`src/rtl/vreg_pkg.sv`:
```
// Shared vector-register constants and writeback requester ids, used by the
// register file, the execution units and the writeback scheduler.
package vreg_pkg;

    localparam int unsigned VLEN  = 64;
    localparam int unsigned NREG  = 32;
    localparam int unsigned IDX_W = 5;

    typedef enum logic {
        REQ_ALU = 1'b0,
        REQ_LSU = 1'b1
    } req_id_e;

endpackage

```
`src/rtl/rr_arb2.sv`:
```
// Two-way round-robin arbiter between the ALU and LSU writeback requesters.
// The pointer names the requester that wins when both are valid.
module rr_arb2
    import vreg_pkg::*;
(
    input  logic clk,
    input  logic rst,
    input  logic req_alu,
    input  logic req_lsu,
    output logic gnt_alu,
    output logic gnt_lsu
);

    req_id_e ptr;

    always_comb begin
        gnt_alu = 1'b0;
        gnt_lsu = 1'b0;
        if (!rst) begin
            if (req_alu && (!req_lsu || ptr == REQ_ALU)) begin
                gnt_alu = 1'b1;
            end else if (req_lsu) begin
                gnt_lsu = 1'b1;
            end
        end
    end

    // After a grant, the loser of this round becomes the favoured requester.
    always_ff @(posedge clk) begin
        if (rst) begin
            ptr <= REQ_ALU;
        end else if (gnt_alu) begin
            ptr <= REQ_LSU;
        end else if (gnt_lsu) begin
            ptr <= REQ_ALU;
        end
    end

endmodule

```
`src/rtl/vreg_wb_sched.sv`:
```
// Vector register writeback scheduler: pending-write scoreboard for issue
// hazards plus a registered, arbitrated single write port to the file.
module vreg_wb_sched
    import vreg_pkg::*;
#(
    parameter int unsigned VLEN  = vreg_pkg::VLEN,
    parameter int unsigned NREG  = vreg_pkg::NREG,
    parameter int unsigned IDX_W = vreg_pkg::IDX_W
) (
    input  logic             clk,
    input  logic             rst,
    input  logic             iss_valid,
    input  logic [IDX_W-1:0] iss_vd,
    input  logic [IDX_W-1:0] iss_vs1,
    input  logic [IDX_W-1:0] iss_vs2,
    output logic             iss_stall,
    input  logic             alu_valid,
    input  logic [IDX_W-1:0] alu_vd,
    input  logic [VLEN-1:0]  alu_wdata,
    output logic             alu_ready,
    input  logic             lsu_valid,
    input  logic [IDX_W-1:0] lsu_vd,
    input  logic [VLEN-1:0]  lsu_wdata,
    output logic             lsu_ready,
    output logic             wen,
    output logic [IDX_W-1:0] vd,
    output logic [VLEN-1:0]  wdata,
    output logic [NREG-1:0]  busy,
    output logic             idle
);

    logic            iss_accept;
    logic [NREG-1:0] busy_nxt;

    rr_arb2 u_arb (
        .clk     (clk),
        .rst     (rst),
        .req_alu (alu_valid),
        .req_lsu (lsu_valid),
        .gnt_alu (alu_ready),
        .gnt_lsu (lsu_ready)
    );

    assign iss_stall  = !rst && iss_valid &&
                        (busy[iss_vs1] || busy[iss_vs2] || busy[iss_vd]);
    assign iss_accept = !rst && iss_valid && !iss_stall;
    assign idle       = (busy == '0) && !wen;

    // Clear retires the write on the file port; set and clear never hit the
    // same index because a busy destination stalls the issue.
    always_comb begin
        busy_nxt = busy;
        if (wen) begin
            busy_nxt[vd] = 1'b0;
        end
        if (iss_accept) begin
            busy_nxt[iss_vd] = 1'b1;
        end
        busy_nxt[0] = 1'b0;
    end

    always_ff @(posedge clk) begin
        if (rst) begin
            busy <= '0;
        end else begin
            busy <= busy_nxt;
        end
    end

    always_ff @(posedge clk) begin
        if (rst) begin
            wen   <= 1'b0;
            vd    <= '0;
            wdata <= '0;
        end else begin
            wen <= alu_ready || lsu_ready;
            if (alu_ready) begin
                vd    <= alu_vd;
                wdata <= alu_wdata;
            end else if (lsu_ready) begin
                vd    <= lsu_vd;
                wdata <= lsu_wdata;
            end
        end
    end

endmodule

```
`config.mk`:
```
export PLATFORM = sky130hd
export DESIGN_NAME = vreg_wb_sched
export DESIGN_NICKNAME = d
export VERILOG_FILES = /design/src/rtl/vreg_pkg.sv /design/src/rtl/rr_arb2.sv /design/src/rtl/vreg_wb_sched.sv
export SDC_FILE = /design/constraint.sdc
export NUM_CORES = 1
export LEC_CHECK = 0
export ABC_CLOCK_PERIOD_IN_PS = 2200
export CAP_MARGIN = 40
export CORE_ASPECT_RATIO = 1.4
export CORE_MARGIN = 2
export CORE_UTILIZATION = 38
export DETAILED_ROUTE_END_ITERATION = 10
export PLACE_DENSITY = 0.82
export SYNTH_ARGS = -nofsm -noshare
export SYNTH_HDL_FRONTEND = slang
export SYNTH_SLANG_ARGS = --single-unit
```
`constraint.sdc`:
```
create_clock -name clk -period 2.2 [get_ports clk]
set_input_delay 0.22 -clock clk [delete_from_list [all_inputs] [get_ports clk]]
set_output_delay 0.22 -clock clk [all_outputs]
set_load 0.01 [all_outputs]
```
==> flow_metrics.tcl, run 1 <==
set metrics [dict create \
    dr.first_iter.drc_count 306 \
    relSlewSlack_pct 60.1 \
    grt_usage_pct 26.9 \
    final_util_pct 64.5 \
    grt_antenna_before_repair 0 \
    fill_cells 1163 \
    area_delta_synth_final_pct 67.3 \
    diodes 0 \
    hold_depth 2 \
    port_buffers 262 \
    wl_per_cell_um 18.1 \
    max_cap_violations 0 \
    crit_fanout 4 \
    via_per_inst 5.48 \
    drv_slew 0 \
    yosys_warnings 0 \
    htreeDepth 3 \
    path_class "reg2out" \
    end_kind "output port" \
    cts.sinks 102 \
    num_io_pins 264 \
    grt-ovfl-total 0 \
    synthesis.area_um2 5550 \
    hold_viol_final 0 \
    p_seq_share_pct 41.5 \
    setup_viol 1 \
    reg2reg_depth 6 \
    synth_nets 816 \
    swShare_pct 26.7 \
    ant_nets 0 \
    cts_hold_buffers 0 \
    post-route-min-period_ps 2540 \
    finalPower_mw 4.92 \
    dr_total_vias 6370 \
    coreArea_um2 14400 \
    die_y_um 147 \
    max_freq_mhz 394 \
    postSynth.asyncResetShare_pct 0 \
    clkPwrFrac_pct 34.6 \
    placementRows 52 \
    leakage_nw 3.53 \
    hold_path_startpoint "rst" \
    die_w_um 106 \
    skew_ps 6.95 \
    grt_max_degree 46 \
    rr_startpoint "busy[16]$_SDFF_PP0_" \
    timing.critical_path.from "busy[16]$_SDFF_PP0_" \
    gp_congestion 0.967 \
    post-route-period-util_pct 115 \
    drc 0 \
    nets 1127 \
    yosysUniqueCellTypes 47 \
    clk_pin_slew_worst_paths_ps 70 \
    p_sw_mw 1.31 \
    failed_checks "negative setup slack" \
    hpwl_um 16000 \
    seq_area_frac_synth_pct 36.8 \
    status "finished, violations left" \
    avgSynthCellArea_um2 8.43 \
    grt_pass1_wl_um 33400 \
    hp-class "in2reg" \
    clkLatencyLatePin_ps 340 \
    synth-seq-cells 102 \
    cts.path.max_buffers 2 \
    cp-start-kind "flop" \
    ys.flop_type "dfxtp_1" \
    cts_made_buffers 9 \
    first_pass_iters 5 \
    drive_above_1_share_pct 18.7 \
    synth-edff-count 0 \
    cts_tree "built" \
    clock-root-buffer "clkbuf_16" \
    layout_setup_ws_ps -340 \
    worst_slew_pin_slew_ps 593 \
    power_frac_comb_pct 24.0 \
    rsz0062_at_grt "true" \
    cp.arrival_ps 2320 \
    die_area_um2 15600 \
    grt_pass1_vias 6385 \
    start_util_pct 38.6 \
    dpl_worst_slack_ps -878 \
    wl_um 21000 \
    pwr_density_cell_nw_per_um2 531 \
    intPower_mw 3.61 \
    worstPathRequired_ps 1980 \
    peakVddDrop_mv 0.351 \
    syn_inst 658 \
]
==> critical path: stages (launching register included) <==
cell	delay (ps)
dfxtp_2	350
buf_4	160
mux4_2	450
a32o_1	210
a211o_1	300
o31a_2	360
buf_6	130
==> stage by stage <==
step           std cells  cell area (um2)  hold slack (ps)  TNS (ps)
2_1_floorplan        658             5550              379         0
3_3_place_gp        1141             8870              466    -15460
3_5_place_dp        1141             8870              470    -16070
4_1_cts             1162             9260              240      -343
5_1_grt             1162             9280              239      -777
6_report            1162             9280              242      -340
==> sequential cells by signal (all words and copies together) (netlist names) <==
signal / cells
wen: 1
u_arb.ptr: 1
wdata: 64
busy: 31
vd: 5
==> routing by layer <==
metal  routed length, um  global-route usage, %
met2               10800                   47.5
met3                1520                   6.34
met1                7920                   30.9
met4                 807                   11.2
met5                   0                      0
==> cells in the mapped netlist (all sizes together), types with 2 or more instances <==
cell type / number / share of area, %
o22ai: 38 / 4.3
inv: 3 / 0.20
mux2i: 12 / 2.2
clkbuf: 41 / 2.8
nand2: 110 / 7.4
nand2b: 6 / 0.68
nand3: 13 / 1.2
nor3b: 7 / 0.95
nand4: 3 / 0.45
nor3: 46 / 4.2
o21ai: 17 / 1.5
buf: 20 / 2.1
a311oi: 32 / 5.2
mux4: 17 / 7.1
nor2b: 25 / 2.8
o2111a: 2 / 0.41
nor2: 78 / 5.3
a21oi: 4 / 0.36
dfxtp: 102 / 37
nor4: 10 / 1.1
and3: 2 / 0.23
mux2: 3 / 0.61
o31ai: 31 / 7.1
nand3b: 23 / 3.1
==> placed cells by master, fill, tap and decap left out, drive strengths merged, types with 2 or more instances in the layout <==
cell           synthesis  layout
a311oi                32      32
buf                   20     102
o22ai                 38      38
nor2b                 25      25
mux2                   3       3
nand3b                23      23
a21oi                  4       4
bufinv                 0       2
nand4                  3       3
clkinv                 0       4
o2111a                 2       2
nor3                  46      46
dfxtp                102     102
clkdlybuf4s50          0     251
nand2                110     110
nand3                 13      13
o21ai                 17      17
clkbuf                41       9
dlygate4sd2            0       8
and3                   2       2
mux2i                 12      12
nor3b                  7       7
nor4                  10      10
inv                    3       3
nor2                  78      78
o31ai                 31      31
nand2b                 6       6
mux4                  17      17
==> final timing paths <==
path | slack, ps | endpoint
setup / recovery | -340 | iss_stall
hold / removal | 240 | wdata[52]$_SDFFE_PP0P_
hold reg to reg | 480 | wdata[54]$_SDFFE_PP0P_
setup reg to reg | 40 | busy[29]$_SDFF_PP0_
==> power by group through the flow <==
stage	Combinational, mW	Clock [mW]	Sequential [mW]
final	1.18	1.70	2.04
after global routing	1.26	1.82	2.06
after CTS	1.18	1.74	2.04
after detailed placement	1.16	0	2.08
after global placement	1.15	0	2.08
after floorplan	0.432	0	2.12
==> kinds of logic after synthesis <==
family                 synth area share [%]
and+or+nand+nor                        28.0
AOI/OAI and AO/OA                      20.1
DFF                                    36.8
buffers and inverters                  5.10
muxes                                  9.88
other                                0.0676
==> timing repair <==
item,CTS,global route
setup endpoints to repair,33,33
setup buffers,6,0
resized for setup,30,6
pin swaps,10,3
==> layout make-up <==
class / instances / area (um2) / share of cell area (%)
inverter: 3 / 11.3 / 0.121
clock buffer: 9 / 225 / 2.43
multi-input combinational: 492 / 3260 / 35.1
sequential: 102 / 2050 / 22.1
timing repair buffer: 361 / 3400 / 36.7
tap: 189 / 236 / 2.55
clock inverter: 6 / 87.6 / 0.944
No activity file was read; power rests on OpenSTA's default activity.
==> run 2, diff against run 1 <==
--- a/config.mk
+++ b/config.mk
@@ -5,13 +5,14 @@
 export SDC_FILE = /design/constraint.sdc
 export NUM_CORES = 1
 export LEC_CHECK = 0
-export ABC_CLOCK_PERIOD_IN_PS = 2200
+export ABC_CLOCK_PERIOD_IN_PS = 2300
 export CAP_MARGIN = 40
 export CORE_ASPECT_RATIO = 1.4
 export CORE_MARGIN = 2
 export CORE_UTILIZATION = 38
 export DETAILED_ROUTE_END_ITERATION = 10
 export PLACE_DENSITY = 0.82
+export SLEW_MARGIN = 20
 export SYNTH_ARGS = -nofsm -noshare
 export SYNTH_HDL_FRONTEND = slang
 export SYNTH_SLANG_ARGS = --single-unit
==> constraint.sdc (replaced) <==
create_clock -name clk -period 2.3 [get_ports clk]
set_input_delay 0.23 -clock clk [delete_from_list [all_inputs] [get_ports clk]]
set_output_delay 0.23 -clock clk [all_outputs]
set_load 0.01 [all_outputs]
==> run 2 against run 1 <==
- the flow still finishes with violations (negative setup slack)
- first-iteration DRC count is 25% higher
- final cell count hardly changed
- hold slack better by 160 ps
- critical path depth is 2 higher
- count of clock-buffer cells in the layout is 3 higher
- utilization is 0.57 points lower
- clock skew is 3.2 ps higher
- critical endpoint unchanged
- largest cell class unchanged
==> flow_metrics.tcl, run 2 (synthesis gave the netlist of run 1 again) <==
set metrics [dict create \
    drc 0 \
    clkLatencyLatePin_ps 340 \
    hold_viol_final 0 \
    layout_setup_ws_ps -244 \
    via_per_inst 5.49 \
    reg2reg_depth 6 \
    regArea_um2 2050 \
    rr_startpoint "busy[16]$_SDFF_PP0_" \
    cts_made_buffers 9 \
    num_io_pins 264 \
    cts.sinks 102 \
    cts.path.max_buffers 2 \
    drv_slew 0 \
    fill_cells 1200 \
    port_buffers 262 \
    final_area_um2 9200 \
    pwr_density_cell_nw_per_um2 504 \
    post-route-min-period_ps 2540 \
    first_pass_iters 6 \
    grt_antenna_before_repair 0 \
    failed_checks "negative setup slack" \
    wl_per_cell_um 18.5 \
    largest_reg_flops 64 \
    worst-path-buf-inv 2 \
    drive_above_1_share_pct 18.3 \
    layout_common_cells "clkdlybuf4s50_1 (251), nand2_1 (110), dfxtp_1 (97), buf_4 (96), nor2_1 (78)" \
    htreeDepth 3 \
    r2r_slack_ps 100 \
    finalPower_mw 4.63 \
    dr.first_iter.drc_count 382 \
    reg_top3 "wdata x64, busy x31, vd x5" \
    final_util_pct 63.9 \
    grt_usage_pct 27.4 \
    wl_um 21500 \
    diodes 0 \
    relSlewSlack_pct 64.5 \
    peakVddDrop_mv 0.427 \
    dpl.cell_count 1145 \
    multiInputGateArea_um2 3250 \
    cp.arrival_ps 2310 \
    crit_chain "buf_4, mux4_2, mux2i_2, nor3b_2, nor3_2, nand4_2, o31a_2, buf_6" \
    rsz0062_at_grt "true" \
    path_class "reg2out" \
    place_area_um2 8860 \
    nets 1125 \
    area_delta_synth_final_pct 65.8 \
    cts_tree "built" \
    max_freq_mhz 393 \
    worst_slew_pin_slew_ps 533 \
    grt-ovfl-total 0 \
    die_y_um 147 \
    mostFrequentLayoutCell "clkdlybuf4s50_1" \
    die_area_um2 15600 \
    hold_path_end "busy[18]$_SDFF_PP0_" \
    crit_slowest_cell "mux4_2" \
    grt_pass1_wl_um 33800 \
    start_util_pct 38.6 \
    post-route-period-util_pct 111 \
    critPathTopFamily "multiplexers" \
    die_w_um 106 \
    cts_setup_buffers 0 \
    largest_register "wdata" \
    cp-start-kind "flop" \
    end_kind "output port" \
    final_cells 1161 \
    fin_hold_ws_ps 404 \
    r2r_end "busy[29]$_SDFF_PP0_" \
    clk_pin_slew_worst_paths_ps 70 \
    hold_path_startpoint "rst" \
    coreArea_um2 14400 \
    grt_pass1_vias 6452 \
    clock-root-buffer "clkbuf_16" \
    status "finished, violations left" \
    hp-class "in2reg" \
    skew_ps 10.1 \
    worstPathRequired_ps 2070 \
    dr_total_vias 6375 \
    hpwl_um 16600 \
    gp_congestion 0.975 \
    setup_viol 1 \
    placementRows 52 \
    crit_fanout 3 \
    max_cap_violations 0 \
    ant_nets 0 \
    slowest_delay_ps 460 \
    cts_hold_buffers 0 \
    grt_max_degree 46 \
    hold_depth 3 \
    leakage_nw 3.48 \
]
## run 2: cell count changes in the layout (fill, tap and decap cells not counted), moves of 2 or more
cell / before / now
buf_4: 93 / 96
buf_6: 5 / 3
buf_12: 3 / 0
dfxtp_1: 95 / 97
clkinv_2: 2 / 0
clkbuf_1: 0 / 2
## run 2: metal layers
layer / share of wire (%) / wire (um) / global-route usage [%]
met5: 0 / 0 / 0
met4: 4.0 / 859 / 11.6
met3: 6.6 / 1410 / 5.99
met2: 54 / 11500 / 50.4
met1: 36 / 7690 / 29.9
## run 2: worst max-delay path by stage
stage,startpoint,endpoint,slack (ps),cells past startpoint
final,busy[10]$_SDFF_PP0_,iss_stall,-240,8
after global routing,busy[10]$_SDFF_PP0_,iss_stall,-310,8
after detailed placement,iss_vs2[1],iss_stall,-890,8
after global placement,iss_vs2[1],iss_stall,-830,8
after CTS,busy[10]$_SDFF_PP0_,iss_stall,-240,8
after floorplan,iss_vs2[0],iss_stall,80,7
## run 2: area by class of cell
cell class	instances	area share, %
clock buffers	12	2.68
multi-input cells	492	35.3
inverters	3	0.122
well taps	189	2.57
flip-flops and latches	102	22.3
repair buffers	359	36.4
clock inverters	4	0.612
## run 2: what timing repair did
item                                    4_1_cts  5_1_grt
endpoints found under the setup margin       33        5
pin swaps                                     6        5
resized for setup                            22        7
## run 2: per-stage QoR
step | worst slack, ps | TNS [ps]
finish | -244 | -244
floorplan | 75.2 | 0
global route | -310 | -310
CTS | -236 | -236
global placement | -831 | -15420
detailed placement | -887 | -17520
## run 2: power by group
part / switching, mW / leakage (nW) / total [mW] / internal (mW)
clock: 0.671 / 0.147 / 1.55 / 0.881
sequential: 0.0793 / 0.840 / 1.96 / 1.88
combinational: 0.501 / 2.50 / 1.12 / 0.623
total: 1.25 / 3.48 / 4.63 / 3.38
## run 2: worst min-delay path: cells and delay by family
family / cells / cell delay, ps
buf+inv: 1 / 200
simple gates: 1 / 200
compound gates: 1 / 60
==> RTL edit 1: new RTL, settings of run 1 <==
Reset style: asynchronous (`rst`), changed in 3 clocked blocks.
--- a/src/rtl/rr_arb2.sv
+++ b/src/rtl/rr_arb2.sv
@@ -26,7 +26,7 @@
     end
 
     // After a grant, the loser of this round becomes the favoured requester.
-    always_ff @(posedge clk) begin
+    always_ff @(posedge clk or posedge rst) begin
         if (rst) begin
             ptr <= REQ_ALU;
         end else if (gnt_alu) begin
--- a/src/rtl/vreg_wb_sched.sv
+++ b/src/rtl/vreg_wb_sched.sv
@@ -59,7 +59,7 @@
         busy_nxt[0] = 1'b0;
     end
 
-    always_ff @(posedge clk) begin
+    always_ff @(posedge clk or posedge rst) begin
         if (rst) begin
             busy <= '0;
         end else begin
@@ -67,7 +67,7 @@
         end
     end
 
-    always_ff @(posedge clk) begin
+    always_ff @(posedge clk or posedge rst) begin
         if (rst) begin
             wen   <= 1'b0;
             vd    <= '0;
Function: differs if rst is asserted again (counterexample within 4 cycles, from zero or initial values and one cycle with rst high); with rst held inactive, the same outputs for 4 cycles.
==> RTL edit 1 against run 1 <==
  * The run still ends with setup timing left
  * Clock skew increased by 0.55 ps
  * Core utilization rose by 0.79 points
  * Fmax down 7.0%
  * Sequential share of layout area increased by 5.2 points
  * Register-to-register slack lost 280 ps
  * Wire length up 5.7%
  * Synthesized area shrank 0.86%
  * Largest cell class unchanged
  * Setup slack worse by 190 ps
  * First-iteration DRC count up 26%
  * Final area is 0.77% higher
  * Sequential cell count is the same
  * Global-route usage rose by 1.9 points
Power is not compared: it rests on default switching activity, and its combinational part moved more than twofold at a synthesized area within 25%.
==> RTL edit 1: results (changes against run 1) <==
| Metric | Value |
|---|---|
| Pin count of the biggest net entering global routing | 71 (was 46) |
| GRT Overall Usage | 28.80% (was 26.88%) |
| DR iter-0 viols | 386 (was 306) |
| First-pass detailed-route iteration total | 4 (was 5) |
| Largest registers in the final layout | wdata x64, busy x31, vd x5 (unchanged) |
| Post-synthesis sequential area ratio | 46.43% (was 36.82%) |
| Filler cells | 1,123 (was 1,163) |
| Core ar. | 14,310 µm² (was 14,380 µm²) |
| Fin worst setup slack | -531.7 ps (was -339.6 ps) |
| Reg2Reg Depth | 8 (was 6) |
| Largest cells by area after synthesis | dfrtp_1, nor2_1, o22ai_1, mux4_2, o21ai_0 (was dfxtp_1, nand2_1, o31ai_2, mux4_2, nor2_1) |
| Outcome | complete, but fails checks (unchanged) |
| Crit path from | busy[19] (was busy[16]) |
| Routed wire per std cell | 19.91 µm (was 18.10 µm) |
| Yosys warnings | 0 (unchanged) |
| Top post-synthesis cells by count | nor2_1, dfrtp_1, o22ai_1, o21ai_0, clkbuf_1 (was nand2_1, dfxtp_1, nor2_1, nor3_1, clkbuf_1) |
| First-pass GRT wire length | 34,530 µm (was 33,410 µm) |
| Post-synthesis compound-gate area fraction | 17.89% (was 20.08%) |
| Vias in the first global route | 6,419 (was 6,385) |
| GPL Wtd Cong | 0.9778 (was 0.9674) |
| Setup-failing EPs final | 32 (was 1) |
| # nets final | 1,082 (was 1,127) |
| Actual slew at the worst max-slew pin | 628.7 ps (was 592.7 ps) |
| Flop-to-flop setup slack | -240 ps (was 40 ps) |
| Async S/R FF share, synth | 100.0% (was 0%) |
| Setup tns final | -4631 ps (was -339.6 ps) |
| I/O Buffers | 262 (unchanged) |
| Critical Path AT | 2510 ps (was 2320 ps) |
| Clk Latency, worst-skew pair | 330 ps |
| CTS buffer count | 9 (unchanged) |
| Total placed cells including tap cells | 1,097 (was 1,141) |
| Via count | 6,251 (was 6,370) |
| Cells after Synth | 609 (was 658) |
| Core Util, Final | 65.31% (was 64.51%) |
| VDD IR max | 0.4847 mV |
| Post-DP HPWL | 17,240 µm (was 15,990 µm) |
| Failing checks | setup timing (unchanged) |
| Clock Skew | 7.496 ps (was 6.950 ps) |
| Share of post-route cells with drive strength above 1 | 17.03% (was 18.71%) |
| Mapped Nets | 767 (was 816) |
| Clock transition at the registers of the reported paths | 70 ps (about the same) |
| Post-DP Area | 8855 µm² (was 8866 µm²) |
| Vias per inst | 5.596 (was 5.482) |
| Ant. Diodes | 0 (unchanged) |
| Post-synthesis mux area share | 8.330% (was 9.883%) |
| Hold Path Class | in -> async (was in -> reg) |
-- RTL edit 1: changes by cell type in the layout (fill, tap and decap cells not counted), sizes merged, moves of 19 or more --
cell	before	now
o21ai	17	48
dfxtp	102	0
nand3	13	32
o22ai	38	69
nor3	46	8
nand2	110	13
dfrtp	0	102
nor2	78	153
a311oi	32	0
-- RTL edit 1: power groups by stage --
stage	registers, mW	logic, mW	clock network [mW]
after CTS	2.80	4.15	1.77
after detailed placement	2.84	3.95	0
final	2.81	4.22	1.73
after floorplan	3.04	1.22	0
after global routing	2.86	4.47	1.85
after global placement	2.83	3.90	0
-- RTL edit 1: final timing paths --
check | end
setup / recovery | iss_stall
max in group asynchronous | busy[8]
hold / removal | wdata[53]
hold reg to reg | u_arb.ptr
setup reg to reg | busy[14]
min in group clk | wdata[49]
-- RTL edit 1: metrics by stage --
stage                     setup WS, ps  hold slack [ps]
final                           -531.7            422.8
after detailed placement         -1059            503.9
after floorplan                 -706.1            345.0
after CTS                       -537.4            410.3
after global placement           -1050            499.3
after global routing            -609.0            428.6
-- RTL edit 1: metal layers --
layer | share of wire, % | wire (µm) | vias up | track usage (%)
met5 | 0 | 0 | - | 0
met3 | 9.1 | 2015 | 72 | 7.009
li1 | - | - | 2867 | -
met2 | 50 | 11220 | 385 | 49.19
met1 | 35 | 7807 | 2927 | 32.85
met4 | 5.4 | 1196 | 0 | 15.92
-- RTL edit 1: logic make-up (layout without fill, tap and decap cells) --
group / count (synthesis) / count (layout)
other cells: 1 / 1
compound gates: 150 / 150
flops: 102 / 102
mux: 29 / 29
simple gates: 270 / 270
buf+inv: 57 / 376
-- RTL edit 1: critical path: stages, from the launching register on --
cell and delay, ps:
dfrtp_1 430, mux2i_1 180, nor4bb_1 80, or4_4 540, a2111oi_4 320, o2111ai_2 160
o31a_1 330, buf_2 140
-- RTL edit 1: repair_timing --
item | CTS | global route
pin swaps | 6 | 9
hold buffers | 0 | 0
setup buffers | 3 | 1
gates cloned | 1 | 0
setup endpoints to repair | 33 | 33
resized for setup | 34 | 16
hold endpoints to repair | 0 | 0
-- RTL edit 1: final cells by class --
class	instances	area share, %
multi-input cells	450	30.22
clock inverters	5	0.8834
inverters	8	0.3614
repair buffers	353	36.14
flip-flops and latches	102	27.31
clock buffers	10	2.557
well taps	189	2.530
==> RTL edit 2: new RTL, config.mk and constraints of run 1 <==
Made on the original files. The package constant `IDX_W` goes from 5 to 4.
--- a/src/rtl/vreg_pkg.sv
+++ b/src/rtl/vreg_pkg.sv
@@ -4,7 +4,7 @@
 
     localparam int unsigned VLEN  = 64;
     localparam int unsigned NREG  = 32;
-    localparam int unsigned IDX_W = 5;
+    localparam int unsigned IDX_W = 4;
 
     typedef enum logic {
         REQ_ALU = 1'b0,
Ports: changed (6 resized); port bits go from 264 to 258. No check against the original RTL was run, so the function may have changed too.
==> RTL edit 2 against run 1 <==
  * The run still ends with setup timing left
  * Sequential cell count decreased by 17
  * Cell count shrank 25%
  * Total power fell by 10%
  * Global-route usage down 1.5 points
  * Setup slack gained 310 ps
  * Final area is 19% lower
  * First-iteration DRC count decreased by 50%
  * Non-clock buffer count down 76
  * Via count decreased by 26%
  * Wire length decreased by 23%
  * Count of clock-buffer cells in the layout increased by 1
  * Synthesized area shrank 20%
  * Critical endpoint unchanged
==> RTL edit 2: results (changes against run 1) <==
| Metric | Value |
|---|---|
| Outcome | complete, but fails checks (unchanged) |
| Failing checks | setup timing (unchanged) |
| Unique masters post-synth | 45 (was 47) |
| GPL Wtd Cong | 0.9385 (was 0.9674) |
| Fin cells | 873 (was 1,162) |
| Max stage delay on crit path | 390 ps (was 450 ps) |
| CTS buffer count | 9 (unchanged) |
| Actual slew at the worst max-slew pin | 650.1 ps (was 592.7 ps) |
| Htree depth | 3 (unchanged) |
| Crit-path max FO | 5 (was 4) |
| CTS root buf | clkbuf_16 (unchanged) |
| Largest registers in the final layout | wdata x64, busy x15, vd x4 (was wdata x64, busy x31, vd x5) |
| Post-DP HPWL | 12,100 µm (was 15,990 µm) |
| Top post-synthesis cells by count | dfxtp_1, mux2i_1, nor2_1, a211oi_1, clkbuf_1 (was nand2_1, dfxtp_1, nor2_1, nor3_1, clkbuf_1) |
| CTS Buffer Depth | 2 (unchanged) |
| Most common cell after layout, fill and taps aside | clkdlybuf4s50_1 (unchanged) |
| Max reg flops | 64 (unchanged) |
| # nets final | 878 (was 1,127) |
| Initial antenna violation count | 0 (unchanged) |
| DR iter-0 viols | 154 (was 306) |
| Leak Pwr | 2.790 nW (was 3.535 nW) |
| VDD IR max | 0.3715 mV (was 0.3514 mV) |
| CTS Hold Bufs | 0 (unchanged) |
| Post-synthesis sequential area ratio | 38.21% (was 36.82%) |
| Slowest-stage cell, CP | a221oi_1 (was mux4_2) |
| Net Sw Frac | 25.63% (was 26.65%) |
| Clock transition at the registers of the reported paths | 70 ps (about the same) |
| GRT Overall Usage | 25.33% (was 26.88%) |
| Share of post-route cells with drive strength above 1 | 12.76% (was 18.71%) |
| Ant. Diodes | 0 (unchanged) |
| Post-Place Worst Slack | -471.0 ps (was -877.7 ps) |
| First-pass detailed-route iteration total | 4 (was 5) |
| Pin count of the biggest net entering global routing | 137 (was 46) |
| Setup-failing EPs final | 1 (unchanged) |
| Clk Latency, worst-skew pair | 340 ps (about the same) |
| Routed wire per std cell | 18.51 µm (was 18.10 µm) |
| Yosys warnings | 0 (unchanged) |
| Vias in the first global route | 4,957 (was 6,385) |
| I/O Buffers | 240 (was 262) |
| Async S/R FF share, synth | 0% (unchanged) |
| Critical Path AT | 2010 ps (was 2320 ps) |
| Cells after Synth | 469 (was 658) |
| Largest cells by area after synthesis | dfxtp_1, mux2i_1, a211oi_1, nor2_1, buf_4 (was dfxtp_1, nand2_1, o31ai_2, mux4_2, nor2_1) |
| Clock Skew | 6.551 ps (was 6.950 ps) |
| First-pass GRT wire length | 24,990 µm (was 33,410 µm) |
| Fin worst setup slack | -32.50 ps (was -339.6 ps) |
| Hold Path Class | in -> reg (unchanged) |
| Vias per inst | 5.365 (was 5.482) |
| Total placed cells including tap cells | 849 (was 1,141) |
[RTL edit 2: changes by cell type after synthesis, sizes merged, moves of 12 or more]
cell	delta
o22ai	-38
mux2i	+69
nand3b	-16
o31ai	-31
a211oi	+68
nand2	-105
nor2b	-24
clkbuf	-14
dfxtp	-17
mux4	-12
nor3	-41
a311oi	-32
[RTL edit 2: timing repair]
action	in CTS	in global routing
setup endpoints to repair	1	2
setup buffers	4	5
gates cloned	0	0
resized for setup	10	7
pin swaps	2	3
endpoints found under the hold margin	0	0
[RTL edit 2: layer usage]
layer / up-vias / wire length, µm / track usage [%]
met5: - / 0 / 0
met4: 0 / 732 / 12.22
met3: 57 / 1572 / 8.634
met2: 262 / 7997 / 43.31
met1: 2157 / 5854 / 27.41
li1: 2208 / - / -
[RTL edit 2: per-stage QoR]
| step | TNS (ps) | hold slack [ps] | total power, mW | area, µm² |
|---|---|---|---|---|
| finish | -32.50 | 281.0 | 4.432 | 7503 |
| global route | -114.4 | 305.4 | 4.600 | 7503 |
| CTS | 0 | 264.2 | 4.456 | 7451 |
| detailed placement | -2488 | 512.9 | 2.785 | 7072 |
| global placement | -959.8 | 464.4 | 2.760 | 7072 |
| floorplan | 0 | 330.2 | 2.175 | 4513 |
[RTL edit 2: layout make-up]
type,instances,area (µm²)
fill,907,3892
timing repair buffer,285,2775
multi-input combinational,338,2499
sequential,85,1704
clock buffer,10,239.0
tap,144,180.2
clock inverter,5,83.83
inverter,6,22.52
[RTL edit 2: path summary, 6_finish.rpt]
path,start,to,slack (ps),cells past startpoint
max,busy[3],iss_stall,-30,6
min,rst,u_arb.ptr,280,3
max reg2reg,busy[3],busy[3],170,8
min reg2reg,u_arb.ptr,u_arb.ptr,520,1
[RTL edit 2: worst max-delay path: cells and delay by family (launching register included)]
family	cells	cell delay, ps
AOI/OAI and AO/OA	3	710
DFF	1	320
buffers and inverters	2	320
muxes	1	310
[RTL edit 2: power groups by stage]
| stage | sequential (mW) | clock [mW] | combinational (mW) |
|---|---|---|---|
| finish | 1.73 | 1.66 | 1.04 |
| global route | 1.74 | 1.74 | 1.12 |
| CTS | 1.73 | 1.69 | 1.04 |
| detailed placement | 1.76 | 0 | 1.02 |
| global placement | 1.76 | 0 | 1.00 |
| floorplan | 1.80 | 0 | 0.380 |
[RTL edit 2: cell families (layout without fill, tap and decap cells)]
logic type | Yosys count | after routing | synth area share (%)
AOI/OAI and AO/OA | 106 | 106 | 18.40
buffers and inverters | 62 | 306 | 8.120
DFF | 85 | 85 | 38.21
muxes | 88 | 88 | 21.49
and+or+nand+nor | 127 | 127 | 13.68
other | 1 | 17 | 0.08421
